**config.mk**
```make
export PLATFORM = sky130hd
export DESIGN_NAME = can_sync_controller_flat
export DESIGN_NICKNAME = d
export VERILOG_FILES = /design/src/rtl/can_timing_pkg.sv /design/src/rtl/can_sync_controller_if.sv /design/src/rtl/can_rx_synchronizer.sv /design/src/rtl/can_sync_controller.sv /design/src/flat_wrapper.sv
export SDC_FILE = /design/constraint.sdc
export NUM_CORES = 1
export LEC_CHECK = 0
export ABC_AREA = 1
export CORE_UTILIZATION = 43
export DETAILED_ROUTE_END_ITERATION = 8
export PLACE_DENSITY = 0.79
export SYNTH_ARGS = -nofsm -noshare
export SYNTH_HDL_FRONTEND = slang
export SYNTH_SLANG_ARGS = --single-unit
export TNS_END_PERCENT = 5
```
**constraint.sdc**
```tcl
create_clock -name clock -period 3.4 [get_ports clock]
set_clock_uncertainty 0.1 [all_clocks]
set_input_delay 1.02 -clock clock [delete_from_list [all_inputs] [get_ports clock]]
set_output_delay 1.02 -clock clock [all_outputs]
set_load 0.005 [all_outputs]
```
**src/rtl/can_timing_pkg.sv**
```systemverilog
// Segment encodings, sync direction and width constants shared by the CAN bit timing
// and synchronization blocks.
package can_timing_pkg;

    localparam int TQ_W  = 5;
    localparam int SEG_W = 4;

    typedef enum logic [1:0] {
        SEG_SYNC   = 2'b00,
        SEG_PROP   = 2'b01,
        SEG_PHASE1 = 2'b10,
        SEG_PHASE2 = 2'b11
    } seg_e;

    typedef enum logic {
        SYNC_LATE  = 1'b0,
        SYNC_EARLY = 1'b1
    } sync_dir_e;

    // Clamp a tq-wide phase error to the largest value a segment-wide field can carry.
    function automatic logic [SEG_W-1:0] sat_tq(input logic [TQ_W-1:0] v);
        return (|(v >> SEG_W)) ? {SEG_W{1'b1}} : v[SEG_W-1:0];
    endfunction

endpackage

```
**src/rtl/can_sync_controller_if.sv**
```systemverilog
// Signal bundle between the protocol/bit timing side (master) and the sync controller (slave).
// Carries raw RX, sync permissions, timing position inputs and the sync control outputs.
interface can_sync_controller_if;

    logic                                enable;
    logic                                rx_raw;
    logic                                hard_sync_enable;
    logic                                resync_enable;
    logic [can_timing_pkg::SEG_W-1:0]    sjw;
    can_timing_pkg::seg_e                current_segment;
    logic [can_timing_pkg::TQ_W-1:0]     quanta_counter;
    logic [can_timing_pkg::TQ_W-1:0]     bit_position;
    logic [can_timing_pkg::SEG_W-1:0]    phase_seg2;
    logic                                sample_point;
    logic                                bit_timing_end;

    logic                                rx_sync;
    logic                                edge_detected;
    logic                                apply_hard_sync;
    logic                                apply_resync;
    logic [can_timing_pkg::SEG_W-1:0]    sync_adjustment;
    logic                                sync_direction;
    logic                                sampled_bit;

    modport master (
        output enable, rx_raw, hard_sync_enable, resync_enable, sjw, current_segment,
               quanta_counter, bit_position, phase_seg2, sample_point, bit_timing_end,
        input  rx_sync, edge_detected, apply_hard_sync, apply_resync, sync_adjustment,
               sync_direction, sampled_bit
    );

    modport slave (
        input  enable, rx_raw, hard_sync_enable, resync_enable, sjw, current_segment,
               quanta_counter, bit_position, phase_seg2, sample_point, bit_timing_end,
        output rx_sync, edge_detected, apply_hard_sync, apply_resync, sync_adjustment,
               sync_direction, sampled_bit
    );

endinterface

```
**src/rtl/can_rx_synchronizer.sv**
```systemverilog
// Purpose: metastability flops on CAN RX, optional glitch filter (CAN_SYNC_GLITCH_FILTER_EN).
// Latency: SYNC_STAGES clocks, plus FILTER_CLKS-1 when the filter is built in.
// Backpressure: none, free-running sampler; resets to recessive.
module can_rx_synchronizer #(
    parameter int SYNC_STAGES = 2
`ifdef CAN_SYNC_GLITCH_FILTER_EN
    , parameter int FILTER_CLKS = 3
`endif
) (
    input  logic clock,
    input  logic reset,
    input  logic rx_raw,
    output logic rx_sync
);

    localparam int STAGES = (SYNC_STAGES < 2) ? 2 : SYNC_STAGES;

    logic [STAGES-1:0] sync_q;

    always_ff @(posedge clock) begin
        if (reset) begin
            sync_q <= '1;
        end else begin
            sync_q <= {sync_q[STAGES-2:0], rx_raw};
        end
    end

`ifdef CAN_SYNC_GLITCH_FILTER_EN
    localparam int FW = (FILTER_CLKS < 2) ? 2 : FILTER_CLKS;

    // Window = last FW values of the synchronized input; output follows only a unanimous window.
    logic [FW-2:0] hist_q;
    logic [FW-1:0] window;
    logic          held_q;

    assign window  = {hist_q, sync_q[STAGES-1]};
    assign rx_sync = (&window) ? 1'b1 : ((~|window) ? 1'b0 : held_q);

    always_ff @(posedge clock) begin
        if (reset) begin
            hist_q <= '1;
            held_q <= 1'b1;
        end else begin
            hist_q <= window[FW-2:0];
            held_q <= rx_sync;
        end
    end
`else
    assign rx_sync = sync_q[STAGES-1];
`endif

endmodule

```
**src/rtl/can_sync_controller.sv**
```systemverilog
// Purpose: CAN edge detect, phase error, hard-sync/resync control, sample latch (filter: CAN_SYNC_GLITCH_FILTER_EN).
// Latency: rx_raw fall -> edge_detected/apply_hard_sync = SYNC_STAGES+1 clocks (+FILTER_CLKS-1 filtered).
// Backpressure: none; one sync per bit enforced by a lock cleared on bit_timing_end.
module can_sync_controller
    import can_timing_pkg::*;
#(
    parameter int SYNC_STAGES = 2
`ifdef CAN_SYNC_GLITCH_FILTER_EN
    , parameter int FILTER_CLKS = 3
`endif
) (
    input  logic                 clock,
    input  logic                 reset,
    can_sync_controller_if.slave bus
);

    logic             rx_sync;
    logic             rx_prev;
    logic             sync_lock;
    logic             raw_edge;
    logic             lock_eff;
    logic [TQ_W-1:0]  phase_err;
    logic [SEG_W-1:0] err_sat;
    logic [SEG_W-1:0] sjw_eff;
    logic [SEG_W-1:0] adj_next;
    sync_dir_e        dir_next;

    logic             edge_q;
    logic             hard_q;
    logic             resync_q;
    logic [SEG_W-1:0] adj_q;
    logic             dir_q;
    logic             sampled_q;

    can_rx_synchronizer #(
        .SYNC_STAGES (SYNC_STAGES)
`ifdef CAN_SYNC_GLITCH_FILTER_EN
        , .FILTER_CLKS (FILTER_CLKS)
`endif
    ) u_rx_sync (
        .clock   (clock),
        .reset   (reset),
        .rx_raw  (bus.rx_raw),
        .rx_sync (rx_sync)
    );

    always_comb begin
        raw_edge  = rx_prev & ~rx_sync & bus.enable;
        // bit_timing_end releases the lock in the same clock an edge may arrive
        lock_eff  = sync_lock & ~bus.bit_timing_end;
        phase_err = '0;
        dir_next  = SYNC_LATE;
        case (bus.current_segment)
            SEG_PROP, SEG_PHASE1: phase_err = bus.bit_position;
            SEG_PHASE2: begin
                phase_err = {1'b0, bus.phase_seg2} - bus.quanta_counter;
                dir_next  = SYNC_EARLY;
            end
            default: phase_err = '0;
        endcase
        sjw_eff  = (bus.sjw == '0) ? SEG_W'(1) : bus.sjw;
        err_sat  = sat_tq(phase_err);
        adj_next = (err_sat < sjw_eff) ? err_sat : sjw_eff;
    end

    always_ff @(posedge clock) begin
        if (reset) begin
            rx_prev <= 1'b1;
        end else begin
            rx_prev <= rx_sync;
        end
    end

    always_ff @(posedge clock) begin
        if (reset || !bus.enable) begin
            sync_lock <= 1'b0;
            edge_q    <= 1'b0;
            hard_q    <= 1'b0;
            resync_q  <= 1'b0;
            adj_q     <= '0;
            dir_q     <= 1'b0;
            sampled_q <= 1'b1;
        end else begin
            edge_q <= 1'b0;
            hard_q <= 1'b0;
            if (bus.bit_timing_end) begin
                resync_q  <= 1'b0;
                sync_lock <= 1'b0;
            end
            if (bus.sample_point) begin
                sampled_q <= rx_sync;
            end
            // sampled_q here is still the pre-edge value when sample_point coincides
            if (raw_edge && !lock_eff) begin
                if (bus.hard_sync_enable) begin
                    edge_q    <= 1'b1;
                    hard_q    <= 1'b1;
                    resync_q  <= 1'b0;
                    sync_lock <= 1'b1;
                end else if (bus.resync_enable && sampled_q) begin
                    edge_q    <= 1'b1;
                    sync_lock <= 1'b1;
                    if (phase_err != '0) begin
                        resync_q <= 1'b1;
                        adj_q    <= adj_next;
                        dir_q    <= dir_next;
                    end
                end
            end
        end
    end

    assign bus.rx_sync         = rx_sync;
    assign bus.edge_detected   = edge_q;
    assign bus.apply_hard_sync = hard_q;
    assign bus.apply_resync    = resync_q;
    assign bus.sync_adjustment = adj_q;
    assign bus.sync_direction  = dir_q;
    assign bus.sampled_bit     = sampled_q;

endmodule

```
**src/flat_wrapper.sv**
```systemverilog
// flat-port wrapper written by rule: the top's interface ports become plain ports
module can_sync_controller_flat import can_timing_pkg::*;
#(
    parameter int SYNC_STAGES = 2

)
  (clock, reset, bus_enable, bus_rx_raw, bus_hard_sync_enable, bus_resync_enable, bus_sjw, bus_current_segment, bus_quanta_counter, bus_bit_position, bus_phase_seg2, bus_sample_point, bus_bit_timing_end, bus_rx_sync, bus_edge_detected, bus_apply_hard_sync, bus_apply_resync, bus_sync_adjustment, bus_sync_direction, bus_sampled_bit);
  can_sync_controller_if bus_i ();
  input  logic clock;
  input  logic reset;
  input wire logic [$bits(bus_i.enable)-1:0] bus_enable;
  input wire logic [$bits(bus_i.rx_raw)-1:0] bus_rx_raw;
  input wire logic [$bits(bus_i.hard_sync_enable)-1:0] bus_hard_sync_enable;
  input wire logic [$bits(bus_i.resync_enable)-1:0] bus_resync_enable;
  input wire logic [$bits(bus_i.sjw)-1:0] bus_sjw;
  input wire logic [$bits(bus_i.current_segment)-1:0] bus_current_segment;
  input wire logic [$bits(bus_i.quanta_counter)-1:0] bus_quanta_counter;
  input wire logic [$bits(bus_i.bit_position)-1:0] bus_bit_position;
  input wire logic [$bits(bus_i.phase_seg2)-1:0] bus_phase_seg2;
  input wire logic [$bits(bus_i.sample_point)-1:0] bus_sample_point;
  input wire logic [$bits(bus_i.bit_timing_end)-1:0] bus_bit_timing_end;
  output wire logic [$bits(bus_i.rx_sync)-1:0] bus_rx_sync;
  output wire logic [$bits(bus_i.edge_detected)-1:0] bus_edge_detected;
  output wire logic [$bits(bus_i.apply_hard_sync)-1:0] bus_apply_hard_sync;
  output wire logic [$bits(bus_i.apply_resync)-1:0] bus_apply_resync;
  output wire logic [$bits(bus_i.sync_adjustment)-1:0] bus_sync_adjustment;
  output wire logic [$bits(bus_i.sync_direction)-1:0] bus_sync_direction;
  output wire logic [$bits(bus_i.sampled_bit)-1:0] bus_sampled_bit;
  assign bus_i.enable = bus_enable;
  assign bus_i.rx_raw = bus_rx_raw;
  assign bus_i.hard_sync_enable = bus_hard_sync_enable;
  assign bus_i.resync_enable = bus_resync_enable;
  assign bus_i.sjw = bus_sjw;
  assign bus_i.current_segment = bus_current_segment;
  assign bus_i.quanta_counter = bus_quanta_counter;
  assign bus_i.bit_position = bus_bit_position;
  assign bus_i.phase_seg2 = bus_phase_seg2;
  assign bus_i.sample_point = bus_sample_point;
  assign bus_i.bit_timing_end = bus_bit_timing_end;
  assign bus_rx_sync = bus_i.rx_sync;
  assign bus_edge_detected = bus_i.edge_detected;
  assign bus_apply_hard_sync = bus_i.apply_hard_sync;
  assign bus_apply_resync = bus_i.apply_resync;
  assign bus_sync_adjustment = bus_i.sync_adjustment;
  assign bus_sync_direction = bus_i.sync_direction;
  assign bus_sampled_bit = bus_i.sampled_bit;
  can_sync_controller #(.SYNC_STAGES(SYNC_STAGES)) u_core (.clock(clock), .reset(reset), .bus(bus_i));
endmodule
```
After elaboration in Yosys (flattened, before gate mapping)
Cells that the tools add are included.

cells by class
  add/subtract/negate cells = 1
  magnitude comparators = 1
  eq/ne operators = 3
  mux-type cells = 17
  bitwise logic cells = 7
  reduce and logical (&&, ||, !) cells = 10

operators with widths
  operator            number
  $mux 1              13
  $mux 4              3
  $pmux 5 s2          1
  $reduce_bool 5->1   1
  $sub 4x5->5         1
  $eq 2x2->1 const B  2
  $logic_not 4->1     1
  $lt 4x4->1          1
  $not 1->1           4
  $reduce_and 4->1    1
  $reduce_or 2->1     2
  $and 1x1->1         3
  $eq 2x1->1 const B  1
  $logic_and 1x1->1   2
  $logic_not 1->1     2
  $logic_or 1x1->1    1

storage, ports and cells
  register bits = 13
  bits of input ports = 28
  output and inout bits = 10
  logic and storage cells = 48

Depth between registers and ports, before layout
  word-level depth = 8
  gate-level depth with buffers = 20

Hierarchy
A second synthesis with hierarchy kept.

second synthesis, totals
  cell total of the unflattened synthesis = 146
  area, all modules = 973.4 sq um

modules (own cells, without submodules)
  module               times used  cells each  area each (sq um)
  can_sync_controller  1           139         914.6
  can_rx_synchronizer  1           7           58.8

Worst setup path before layout
Ideal clock, no wire load.

  path type = input-to-reg
  start point = in bus_phase_seg2[0]
  end point = reg u_core.adj_q[0] (netlist: u_core.bus.sync_adjustment[0])
  data arrival time = 2,978 ps
  required time = 3,191 ps
  setup slack = 213 ps
  stages = 18
  buffers on the path = 0
  cell sequence = inv_1 -> ha_1 -> fa_1 -> inv_1 -> nand2_1 -> nand2_1 -> nand3_1 -> nand3_1 -> nand2_2 -> nand2_4 -> nand2_1 -> ha_1 -> a21oi_2 -> nand2_1 -> nand2_1 -> nand3_1 -> nand2_1 -> inv_1

on the way
  word-level cells in the longest chain between the ends = 5
  elaborated cells between the ends (all ways) = 7

RTL lines
  item                  RTL line                    RTL
  start, declared       flat_wrapper.sv:19          input wire logic [$bits(bus_i.phase_seg2)-1:0] bus_phase_seg2;
  $sub 4x5->5 *         can_sync_controller.sv:56   phase_err = {1'b0, bus.phase_seg2} - bus.quanta_counter;
  $pmux 5 s2 *          can_sync_controller.sv:53   case (bus.current_segment)
  $mux 4                can_timing_pkg.sv:22        return (|(v >> SEG_W)) ? {SEG_W{1'b1}} : v[SEG_W-1:0];
  $lt 4x4->1            can_sync_controller.sv:63   adj_next = (err_sat < sjw_eff) ? err_sat : sjw_eff;
  $mux 4                can_sync_controller.sv:63
  end signal, assigned  can_sync_controller.sv:105  adj_q <= adj_next;
  end, declared         can_sync_controller.sv:31   logic [SEG_W-1:0] adj_q;

Mark *: on every way between the ends. The rest lies on a longest branch, timed or not.
A chain may end at the register's enable or synchronous reset.

Worst setup path in the final report
  start point = in bus_quanta_counter[2]
  end point = reg u_core.adj_q[0] (netlist: u_core.bus.sync_adjustment[0])

on the way
  word-level cells in the longest chain between the ends = 5
  elaborated cells between the ends (all ways) = 7

RTL lines
  item             RTL line                   RTL
  start, declared  flat_wrapper.sv:17         input wire logic [$bits(bus_i.quanta_counter)-1:0] bus_quanta_counter;
  $sub 4x5->5 *    can_sync_controller.sv:56
  $pmux 5 s2 *     can_sync_controller.sv:53
  $mux 4           can_timing_pkg.sv:22
  $lt 4x4->1       can_sync_controller.sv:63
  $mux 4           can_sync_controller.sv:63

Marked as above.

==> summary.txt <==
Power and ir drop
  – Power Total: 442 uW
  – P per Cell Area: between 200 and 300 nW/um^2
  – Peak VDD IR: about 0.00027 V
  – LEAKAGE: 0.000775 uW

Drt
  – Initial DRC Count: 26
  – DR WL/cell: roughly 11 microns
  – DRC: 0
  – Vias per cell: between 4 and 5
  – Remaining antenna violation count: 0
  – Via count: about 1100
  – First-pass iteration count of the detailed router: 4
  – Final WL: between 2000 and 2500 microns

Placement
  – GPL Wtd Cong: 0.842
  – Dpl ws: -0.474 ns
  – Port bufs: 37
  – Dpl hpwl: between 1500 and 2000 microns

Clock tree
  – Clk Latency, worst-skew pair: around 0.27 ns
  – Reg clk slew, reported paths: roughly 0.08 ns
  – Root Buffer: clkbuf_4
  – Buffer depth of the longest clock path: 2
  – Total CTS buffers: 3
  – TritonCTS clock tree: done
  – CTS Hold Buffers Added: 0
  – # H-tree levels: 1
  – # clock sinks: 13

Global routing
  – All-Layer GR Usage: 0.203
  – Global-route wire length before repair: ~4000 microns
  – Antenna violations before repair: 0
  – Vias in the first global route: roughly 1000
  – Pin count of the biggest net entering global routing: 9
  – GR Overflow Total: 0

Flow run
  – Max_cap viols: 0

STA
  – FMAX: ~310 MHz
  – Final worst slack: 0.125 ns
  – Final worst-path cycle share: 0.963
  – Final setup fails: 0
  – Post-route minimum period: ~3.3 ns
  – Max Slew Vio Count: 0
  – Hold WS: 0.329 ns
  – Setup_tns: 0 ns
  – Worst-margin pin slew: approximately 0.23 ns
  – Relative slew slack: 0.844
  – Final hold vios: 0

Cells and area
  – Sequential cell area: 260 sq um
  – Share of layout cells above drive strength 1: 0.249
  – Synthesis-to-layout area growth: 60.0%
  – Fillers: approximately 170
  – Final #Nets: 236
  – Multi-input logic area: 681 sq um
  – Ant. Diodes: 0
  – Core Util, Final: 0.728

Synthesis
  – Sequential area share after synthesis: 0.261
  – Synth area leaders: dfxtp_1 (26%), nand2_1 (15%), ha_1 (11%), inv_1 (8.7%), nor2_1 (5.3%)
  – Syn_area_per_cell: around 6.7 sq um
  – Mapped Nets: approximately 190
  – Yosys warns: 0
  – Post-Synthesis Cells: roughly 150
  – Yosys reg bits: 13
  – Mapped Area: 997 sq um
  – Largest area contributor in the netlist: dfxtp_1
  – Synth cell types: 27
  – Yosys top cell area share: 0.261

Critical path
  – Worst Path Max Fanout: 8
  – Startpoint types: primary input
  – Worst endpoint data arrival time: around 3.4 ns
  – Critical path type: primary input to flop
  – Required @ worst endpoint: roughly 3.5 ns
  – CP Capture Type: flop

Floorplanning
  – Core ar.: between 2000 and 2500 sq um
  – Die ar.: between 2000 and 3000 sq um
  – Die span in y: 50.2 microns
  – Row count: 17
  – Die width: approximately 50 microns
  – Initial core utilization: 0.455
  – I/O pin count: 38

Run status
  – Status: finished, final reports clean

Min path
  – HP Class: flop to flop
## critical path: stages
cell and delay [ns]:
clkdlybuf4s50_1 0.45, inv_1 0.04, ha_2 0.37, nand2_1 0.07
o21a_1 0.20, nand2_1 0.06, nand2_1 0.04, o21ai_1 0.13
nand2_1 0.11, nand2_2 0.11, ha_4 0.22, a21oi_4 0.25
nand2_1 0.08, nand2_1 0.06, nand3_1 0.06, nand2_1 0.06
inv_1 0.03
## cells in the final DEF, fill, tap and decap left out, types with 3 or more instances in the layout
cell type	n
o21ai_1	5
nor2_1	14
clkbuf_4	3
clkdlybuf4s50_1	35
a21oi_1	7
ha_4	3
buf_4	7
ha_1	4
nand3_1	7
dfxtp_1	13
nand2_4	4
nand2_2	6
inv_2	7
inv_1	22
nand2_1	33
nand3_2	3
## path summary, 6_finish.rpt
check	endpoint	slack [ns]	from	cells past startpoint
worst min-delay path	u_core.u_rx_sync.sync_q[1]	0.33	u_core.u_rx_sync.sync_q[0]	1
worst max register to register	u_core.bus.sync_adjustment[2]	2.02	u_core.sync_lock	10
worst min register to register	u_core.u_rx_sync.sync_q[1]	0.33	u_core.u_rx_sync.sync_q[0]	1
worst max-delay path	u_core.bus.sync_adjustment[0]	0.13	bus_quanta_counter[2]	17
## cell families after synthesis
kind of cell,synth area share
AND/OR/NAND/NOR,0.358
buffers and inverters,0.144
AO/OA/AOI/OAI,0.104
flip-flops,0.261
adder cells (fa/ha/maj),0.133
## layer usage
layer | wire, microns | share of wire | vias up | GRT usage
met5 | 0 | 0 | - | 0
met4 | 43 | 0.017 | 0 | 0.0524
met3 | 95 | 0.038 | 6 | 0.0394
met2 | 1280 | 0.52 | 32 | 0.384
met1 | 1050 | 0.42 | 474 | 0.226
li1 | - | - | 562 | -
## metrics by stage
step | instances | area (sq um)
6_report | 225 | 1600
5_1_grt | 225 | 1600
4_1_cts | 223 | 1510
3_5_place_dp | 219 | 1460
3_3_place_gp | 219 | 1460
2_1_floorplan | 148 | 997
## flip-flops by register name, indices dropped and copies added, names as in the netlist
signal,flops
u_core.bus.apply_hard_sync,1
u_core.bus.apply_resync,1
u_core.bus.edge_detected,1
u_core.bus.sampled_bit,1
u_core.bus.sync_adjustment,4
u_core.bus.sync_direction,1
u_core.rx_prev,1
u_core.sync_lock,1
u_core.u_rx_sync.sync_q,2
## Yosys cell counts
cell / number
nand2_1: 39
inv_1: 23
nor2_1: 14
dfxtp_1: 13
ha_1: 9
nand3_1: 8
a21oi_1: 7
inv_2: 6
o21ai_1: 5
nand2_2: 3
a21oi_2: 2
nand3_2: 2
o21ai_0: 2
or2_2: 2
a31o_2: 1
and3_2: 1
bufinv_8: 1
clkinv_4: 1
fa_1: 1
inv_6: 1
nand2_4: 1
nand3_4: 1
nand3b_1: 1
nand4_1: 1
nor2_4: 1
nor3_1: 1
o21a_1: 1
## cell type report
class,instances,area share
Timing Repair Buffer,45,0.281
Clock buffer,3,0.0141
Clock inverter,1,0.00314
Inverter,32,0.0902
Sequential cell,13,0.163
Multi-Input combinational cell,103,0.427
Tap cell,28,0.0220
## power by group
group	switching, uW	internal (uW)
registers	1.26	155
clock network	49.0	43.6
logic	93.4	99.9
total	144	298
## what timing repair did
| action | in CTS | in global routing |
|---|---|---|
| endpoints found under the hold margin | 0 | 0 |
| gates resized for setup | 5 | 16 |
| pin swaps | 2 | 15 |
| setup endpoints to repair | 4 | 4 |
| setup buffers | 0 | 2 |
Note: power is estimated with default switching activity, not from simulation.
